==> src/rtl/multicycle_control_if.sv <==
// Control bundle between the multicycle controller and its datapath.
// The controller (master) takes the opcode, the ALU zero flag and the memory
// ready flag, and drives every datapath control strobe plus its debug state.
//
// Handshake: mem_read / mem_write act as the request ("valid") and are held
// steady until memory answers. mem_ready is the memory's "ready": the access
// completes on the clock edge where the request and mem_ready are both high.
// The controller never withdraws a request before that edge, except under
// reset.
interface multicycle_control_if #(
    parameter int OPW = 6,
    parameter int SW  = 4
);
    // datapath -> controller
    logic [OPW-1:0] opcode;
    logic           zero;
    logic           mem_ready;

    // controller -> datapath
    logic           pc_write;
    logic           branch;
    logic           i_or_d;
    logic           mem_read;
    logic           mem_write;
    logic           ir_write;
    logic           reg_dst;
    logic           mem_to_reg;
    logic           reg_write;
    logic           alu_src_a;
    logic [1:0]     alu_src_b;
    logic [1:0]     alu_op;
    logic [1:0]     pc_src;
    logic           illegal;
    logic [SW-1:0]  state;

    // Controller side
    modport master (
        input  opcode, zero, mem_ready,
        output pc_write, branch, i_or_d, mem_read, mem_write, ir_write,
               reg_dst, mem_to_reg, reg_write, alu_src_a, alu_src_b,
               alu_op, pc_src, illegal, state
    );

    // Datapath side
    modport slave (
        output opcode, zero, mem_ready,
        input  pc_write, branch, i_or_d, mem_read, mem_write, ir_write,
               reg_dst, mem_to_reg, reg_write, alu_src_a, alu_src_b,
               alu_op, pc_src, illegal, state
    );
endinterface

==> src/rtl/multicycle_control.sv <==
// Main control FSM of the multicycle processor.
// Walks fetch / decode / execute / memory / writeback for lw, sw, R-type,
// beq, addi and j. Outputs are decoded from the state register alone, except
// for three terms: the fetch-cycle PC/IR load waits for mem_ready, it is
// held off while rst_n is low, and the DECODE illegal flag looks at the
// opcode.
module multicycle_control #(
    parameter int OPW = 6,
    parameter int SW  = 4
) (
    input  logic                 clk,
    input  logic                 rst_n,
    multicycle_control_if.master bus
);

    typedef enum logic [SW-1:0] {
        FETCH  = SW'(0),
        DECODE = SW'(1),
        MEMADR = SW'(2),
        MEMRD  = SW'(3),
        MEMWB  = SW'(4),
        MEMWR  = SW'(5),
        EXEC   = SW'(6),
        ALUWB  = SW'(7),
        BEQ    = SW'(8),
        ADDIEX = SW'(9),
        ADDIWB = SW'(10),
        JUMP   = SW'(11)
    } state_t;

    localparam logic [OPW-1:0] OP_RTYPE = OPW'(6'b000000);
    localparam logic [OPW-1:0] OP_J     = OPW'(6'b000010);
    localparam logic [OPW-1:0] OP_BEQ   = OPW'(6'b000100);
    localparam logic [OPW-1:0] OP_ADDI  = OPW'(6'b001000);
    localparam logic [OPW-1:0] OP_LW    = OPW'(6'b100011);
    localparam logic [OPW-1:0] OP_SW    = OPW'(6'b101011);

    state_t cur_state;

    // State register: reset goes straight to FETCH, which drops any access in flight.
    always_ff @(posedge clk or negedge rst_n) begin
        if (!rst_n) begin
            cur_state <= FETCH;
        end else begin
            case (cur_state)
                FETCH: begin
                    if (bus.mem_ready) cur_state <= DECODE;
                end
                DECODE: begin
                    case (bus.opcode)
                        OP_LW, OP_SW: cur_state <= MEMADR;
                        OP_RTYPE:     cur_state <= EXEC;
                        OP_BEQ:       cur_state <= BEQ;
                        OP_ADDI:      cur_state <= ADDIEX;
                        OP_J:         cur_state <= JUMP;
                        default:      cur_state <= FETCH;
                    endcase
                end
                // The IR still holds the opcode, so lw and sw split here.
                MEMADR: cur_state <= (bus.opcode == OP_SW) ? MEMWR : MEMRD;
                MEMRD: begin
                    if (bus.mem_ready) cur_state <= MEMWB;
                end
                MEMWB:  cur_state <= FETCH;
                MEMWR: begin
                    if (bus.mem_ready) cur_state <= FETCH;
                end
                EXEC:   cur_state <= ALUWB;
                ALUWB:  cur_state <= FETCH;
                BEQ:    cur_state <= FETCH;
                ADDIEX: cur_state <= ADDIWB;
                ADDIWB: cur_state <= FETCH;
                JUMP:   cur_state <= FETCH;
                // Unused codes 12-15 recover to FETCH.
                default: cur_state <= FETCH;
            endcase
        end
    end

    // Control decode from the current state; all strobes default low.
    always_comb begin
        bus.pc_write   = 1'b0;
        bus.branch     = 1'b0;
        bus.i_or_d     = 1'b0;
        bus.mem_read   = 1'b0;
        bus.mem_write  = 1'b0;
        bus.ir_write   = 1'b0;
        bus.reg_dst    = 1'b0;
        bus.mem_to_reg = 1'b0;
        bus.reg_write  = 1'b0;
        bus.alu_src_a  = 1'b0;
        bus.alu_src_b  = 2'b00;
        bus.alu_op     = 2'b00;
        bus.pc_src     = 2'b00;
        bus.illegal    = 1'b0;
        case (cur_state)
            FETCH: begin
                bus.mem_read  = 1'b1;
                bus.alu_src_b = 2'b01;
                // PC+4 and IR load only on the completing cycle, never in reset.
                bus.pc_write  = bus.mem_ready & rst_n;
                bus.ir_write  = bus.mem_ready & rst_n;
            end
            DECODE: begin
                // Branch target is precomputed into ALUOut here.
                bus.alu_src_b = 2'b11;
                case (bus.opcode)
                    OP_LW, OP_SW, OP_RTYPE, OP_BEQ, OP_ADDI, OP_J:
                        bus.illegal = 1'b0;
                    default:
                        bus.illegal = 1'b1;
                endcase
            end
            MEMADR: begin
                bus.alu_src_a = 1'b1;
                bus.alu_src_b = 2'b10;
            end
            MEMRD: begin
                bus.i_or_d   = 1'b1;
                bus.mem_read = 1'b1;
            end
            MEMWB: begin
                bus.reg_dst    = 1'b0;
                bus.mem_to_reg = 1'b1;
                bus.reg_write  = 1'b1;
            end
            MEMWR: begin
                bus.i_or_d    = 1'b1;
                bus.mem_write = 1'b1;
            end
            EXEC: begin
                bus.alu_src_a = 1'b1;
                bus.alu_op    = 2'b10;
            end
            ALUWB: begin
                bus.reg_dst   = 1'b1;
                bus.reg_write = 1'b1;
            end
            BEQ: begin
                bus.alu_src_a = 1'b1;
                bus.alu_op    = 2'b01;
                bus.branch    = 1'b1;
                bus.pc_src    = 2'b01;
            end
            ADDIEX: begin
                bus.alu_src_a = 1'b1;
                bus.alu_src_b = 2'b10;
            end
            ADDIWB: begin
                bus.reg_dst   = 1'b0;
                bus.reg_write = 1'b1;
            end
            JUMP: begin
                bus.pc_write = 1'b1;
                bus.pc_src   = 2'b10;
            end
            default: begin
                bus.pc_write = 1'b0;
            end
        endcase
    end

    // Debug view of the state register.
    assign bus.state = cur_state;

endmodule

==> src/flat_wrapper.sv <==
// flat-port wrapper written by rule: the top's interface ports become plain ports
module multicycle_control_flat 
#(
    parameter int OPW = 6,
    parameter int SW  = 4
)
  (clk, rst_n, bus_opcode, bus_zero, bus_mem_ready, bus_pc_write, bus_branch, bus_i_or_d, bus_mem_read, bus_mem_write, bus_ir_write, bus_reg_dst, bus_mem_to_reg, bus_reg_write, bus_alu_src_a, bus_alu_src_b, bus_alu_op, bus_pc_src, bus_illegal, bus_state);
  multicycle_control_if #(.OPW(OPW), .SW(SW)) bus_i ();
  input  logic clk;
  input  logic rst_n;
  input wire logic [$bits(bus_i.opcode)-1:0] bus_opcode;
  input wire logic [$bits(bus_i.zero)-1:0] bus_zero;
  input wire logic [$bits(bus_i.mem_ready)-1:0] bus_mem_ready;
  output wire logic [$bits(bus_i.pc_write)-1:0] bus_pc_write;
  output wire logic [$bits(bus_i.branch)-1:0] bus_branch;
  output wire logic [$bits(bus_i.i_or_d)-1:0] bus_i_or_d;
  output wire logic [$bits(bus_i.mem_read)-1:0] bus_mem_read;
  output wire logic [$bits(bus_i.mem_write)-1:0] bus_mem_write;
  output wire logic [$bits(bus_i.ir_write)-1:0] bus_ir_write;
  output wire logic [$bits(bus_i.reg_dst)-1:0] bus_reg_dst;
  output wire logic [$bits(bus_i.mem_to_reg)-1:0] bus_mem_to_reg;
  output wire logic [$bits(bus_i.reg_write)-1:0] bus_reg_write;
  output wire logic [$bits(bus_i.alu_src_a)-1:0] bus_alu_src_a;
  output wire logic [$bits(bus_i.alu_src_b)-1:0] bus_alu_src_b;
  output wire logic [$bits(bus_i.alu_op)-1:0] bus_alu_op;
  output wire logic [$bits(bus_i.pc_src)-1:0] bus_pc_src;
  output wire logic [$bits(bus_i.illegal)-1:0] bus_illegal;
  output wire logic [$bits(bus_i.state)-1:0] bus_state;
  assign bus_i.opcode = bus_opcode;
  assign bus_i.zero = bus_zero;
  assign bus_i.mem_ready = bus_mem_ready;
  assign bus_pc_write = bus_i.pc_write;
  assign bus_branch = bus_i.branch;
  assign bus_i_or_d = bus_i.i_or_d;
  assign bus_mem_read = bus_i.mem_read;
  assign bus_mem_write = bus_i.mem_write;
  assign bus_ir_write = bus_i.ir_write;
  assign bus_reg_dst = bus_i.reg_dst;
  assign bus_mem_to_reg = bus_i.mem_to_reg;
  assign bus_reg_write = bus_i.reg_write;
  assign bus_alu_src_a = bus_i.alu_src_a;
  assign bus_alu_src_b = bus_i.alu_src_b;
  assign bus_alu_op = bus_i.alu_op;
  assign bus_pc_src = bus_i.pc_src;
  assign bus_illegal = bus_i.illegal;
  assign bus_state = bus_i.state;
  multicycle_control #(.OPW(OPW), .SW(SW)) u_core (.clk(clk), .rst_n(rst_n), .bus(bus_i));
endmodule
==> config.mk <==
export PLATFORM = sky130hd
export DESIGN_NAME = multicycle_control_flat
export DESIGN_NICKNAME = d
export VERILOG_FILES = /design/src/rtl/multicycle_control_if.sv /design/src/rtl/multicycle_control.sv /design/src/flat_wrapper.sv
export SDC_FILE = /design/constraint.sdc
export NUM_CORES = 1
export LEC_CHECK = 0
export ABC_AREA = 0
export BUFFER_PORTS_ARGS = -buffer_cell sky130_fd_sc_hd__buf_2
export CORE_AREA = 2 2 39 41
export DETAILED_ROUTE_END_ITERATION = 6
export DIE_AREA = 0 0 41 43
export GPL_ROUTABILITY_DRIVEN = 0
export GPL_TIMING_DRIVEN = 0
export PLACE_DENSITY = 0.89
export SETUP_SLACK_MARGIN = 0.05
export SYNTH_ARGS = -nofsm -noshare
export SYNTH_HDL_FRONTEND = slang
export SYNTH_SLANG_ARGS = --single-unit
==> constraint.sdc <==
create_clock -name clk -period 3.05 [get_ports clk]
set_input_delay 0.1525 -clock clk [delete_from_list [all_inputs] [get_ports clk]]
set_output_delay 0.1525 -clock clk [all_outputs]
set_load 0.02 [all_outputs]
==> run summary <==
Post-CTS Hold Fix Bufs = 1
number of rows in the core area = 14
start-to-end type of the worst setup path = reg2out
H-tree depth reported by CTS = 1
cells resized by post-CTS repair = 0
Required @ worst endpoint = 2.90 ns
share of Yosys cell area claimed by the top area cell type = 0.172
Crit-path slowest cell = sky130_fd_sc_hd__dfrtp_1
type of element capturing the critical path = primary output
yosys synthesis warning count = 0
worst hold path depth = 3
Setup Buffers After CTS = 0
hold slack = 0.232 ns
via count = 681
Slew @ Worst Pin = 0.366 ns
Top FF cell, synth = sky130_fd_sc_hd__dfrtp_1
worst-case reg-to-reg path depth = 4
GRT Total Usage = 0.177
final slew viol count = 0
number of cells produced by synthesis = 72
count of max-cap constraint violations = 0
Worst-Skew Late Latency = 0.23 ns
drt first pass iters = 4
Clock Path Buffers = 2
number of antenna violations at the first check in global routing = 0
y dimension of the die = 43 microns
cells along the critical path = buf_4, nor2_1, and4_1, buf_2
largest net degree at the start of global routing = 11
crit start category = flip-flop
family with the most delay on the worst path = flip-flops
overall die width = 41 microns
number of top-level pins = 31
final std cells w/o fill = 121
GR Overflow Total = 0
placed wire-length estimate = 1.21 mm
number of endpoints failing setup at the final stage = 0
normalized max-slew margin = 0.754
antenna cell count = 0
Distinct cells, synth = 34
Mapped Nets = 82
final layout net count = 117
WL/cell = 12.4 microns
total CTS buffers = 3
Clock Sinks = 4
Critical Path Stages = 4
wirelength, routed = 1.50 mm
top cells by area in the synthesized netlist = sky130_fd_sc_hd__dfrtp_1, sky130_fd_sc_hd__buf_4, sky130_fd_sc_hd__nor2_1, sky130_fd_sc_hd__nor3b_1, sky130_fd_sc_hd__a2111oi_4
Area growth syn-to-layout = 34.1%
TritonCTS clock tree = built
total power = 0.598 mW
IR drop worst, VDD = 0.000237 V
final-report hold violation count = 0
# fillers = 138
total standard cell area after synthesis = 581 sq um
port buffer count = 29
largest area contributor in the synthesized netlist = sky130_fd_sc_hd__dfrtp_1
fraction of registers with async set/reset = 1.00
total placed cells including tap cells = 117
Die ar. = 1760 sq um
share of post-route cells with drive strength above 1 = 0.448
register-to-register setup slack = 1.63 ns
number of enable flip-flop cells after synthesis = 0
Worst Path Buf+Inv = 2
DRT iter0 DRCs = 14
static leakage = 0.372 nW
number of antenna-violating nets in the routed design = 0
clock root buffer master = sky130_fd_sc_hd__clkbuf_4
upper clock frequency limit = 589 MHz
Clk pin slew, worst setup/hold paths = 0.04 ns
post-synthesis average cell area = 8.06 sq um
type of the most critical hold path = in2reg
Initial Util = 0.420
power density of the placed cells = 769 nW/um^2
clock skew after layout = 0.00306 ns
routed via count divided by cell count = 5.63
detailed-route DRC error count = 0
ratio of final minimum period to clock period = 0.557
data arrival time of the critical path = 1.55 ns
sequential-to-total area share from yosys stat = 0.172
vias in the first global route = 570
min cycle time layout = 1.70 ns
unrepaired setup endpoints after global routing = false
synthesis-stage register bit count = 4
Max FO, Critical Path = 10
outcome = finished clean
Slowest Stage Delay on Critical Path = 0.48 ns
global-route wire length before repair = 2.24 mm
core region area = 1380 sq um
total negative slack for setup checks = 0 ns
max FFs per register = 4
-- per-layer routing --
| metal | global-route usage | vias up | part of all wire |
|---|---|---|---|
| met5 | 0 | - | 0 |
| met4 | 0.0533 | 0 | 0.016 |
| met3 | 0.0314 | 2 | 0.075 |
| met2 | 0.275 | 36 | 0.47 |
| met1 | 0.239 | 308 | 0.44 |
| li1 | - | 335 | - |
-- area by class of cell --
cell class	instances	area, sq um	share of cell area
Multi-Input combinational cell	59	419	0.539
Timing Repair Buffer	30	155	0.199
Sequential cell	4	100	0.129
Buffer	7	53.8	0.0691
Clock buffer	3	22.5	0.0289
Tap cell	16	20.0	0.0257
Inverter	2	7.51	0.00965
-- tightest hold or removal path, delay by kind of cell --
family                 cells  cell delay, ns
buffers and inverters      1            0.12
AOI/OAI and AO/OA          1            0.06
and+or+nand+nor            1            0.08
-- metrics by stage --
stage | worst slack [ns] | area [sq um] | util
final | 1.35 | 778 | 0.562
after global routing | 1.25 | 778 | 0.562
after CTS | 1.32 | 778 | 0.562
after detailed placement | 1.58 | 746 | 0.539
after global placement | 1.64 | 746 | 0.539
after floorplan | 1.31 | 581 | -
-- cells in the final DEF, fill, tap and decap left out, types with 2 or more instances in the layout --
cell type                  count
sky130_fd_sc_hd__a21oi_1       4
sky130_fd_sc_hd__a31oi_1       3
sky130_fd_sc_hd__buf_2        30
sky130_fd_sc_hd__buf_4         5
sky130_fd_sc_hd__clkbuf_4      3
sky130_fd_sc_hd__dfrtp_1       4
sky130_fd_sc_hd__inv_1         2
sky130_fd_sc_hd__nand2_1       3
sky130_fd_sc_hd__nand2b_1      3
sky130_fd_sc_hd__nand2b_4      2
sky130_fd_sc_hd__nand3_1       2
sky130_fd_sc_hd__nand4b_1      2
sky130_fd_sc_hd__nor2_1        8
sky130_fd_sc_hd__nor2b_1       2
sky130_fd_sc_hd__nor3_1        5
sky130_fd_sc_hd__nor3b_1       4
sky130_fd_sc_hd__o21ai_0       2
sky130_fd_sc_hd__o221ai_1      2
sky130_fd_sc_hd__xor2_1        2
-- where the power goes --
| part | internal [mW] | switching [mW] | leakage, nW | total (mW) |
|---|---|---|---|---|
| combinational | 0.169 | 0.275 | 0.304 | 0.444 |
| clock | 0.0440 | 0.0210 | 0.0138 | 0.0649 |
| sequential | 0.0689 | 0.0206 | 0.0536 | 0.0894 |
-- synth_stat cells (all sizes together) (3+ instances only) --
library cell	instances
a21oi	4
a31oi	3
buf	7
dfrtp	4
nand2	3
nand2b	5
nor2	8
nor3	5
nor3b	4
-- path summary, 6_finish.rpt --
path	start	end
max	u_core.bus.state[3]	bus_ir_write
min in group asynchronous	rst_n	u_core.bus.state[2]
max reg2reg	u_core.bus.state[3]	u_core.bus.state[2]
max in group asynchronous	rst_n	u_core.bus.state[3]
min	bus_opcode[2]	u_core.bus.state[3]
min reg2reg	u_core.bus.state[0]	u_core.bus.state[0]
-- cell families after synthesis --
logic type                synth area share
buffers and inverters                0.106
xor gates and xnor gates            0.0302
and+or+nand+nor                      0.463
DFF                                  0.172
muxes                               0.0194
AOI/OAI and AO/OA                    0.209
No activity file was read; power rests on OpenSTA's default activity.
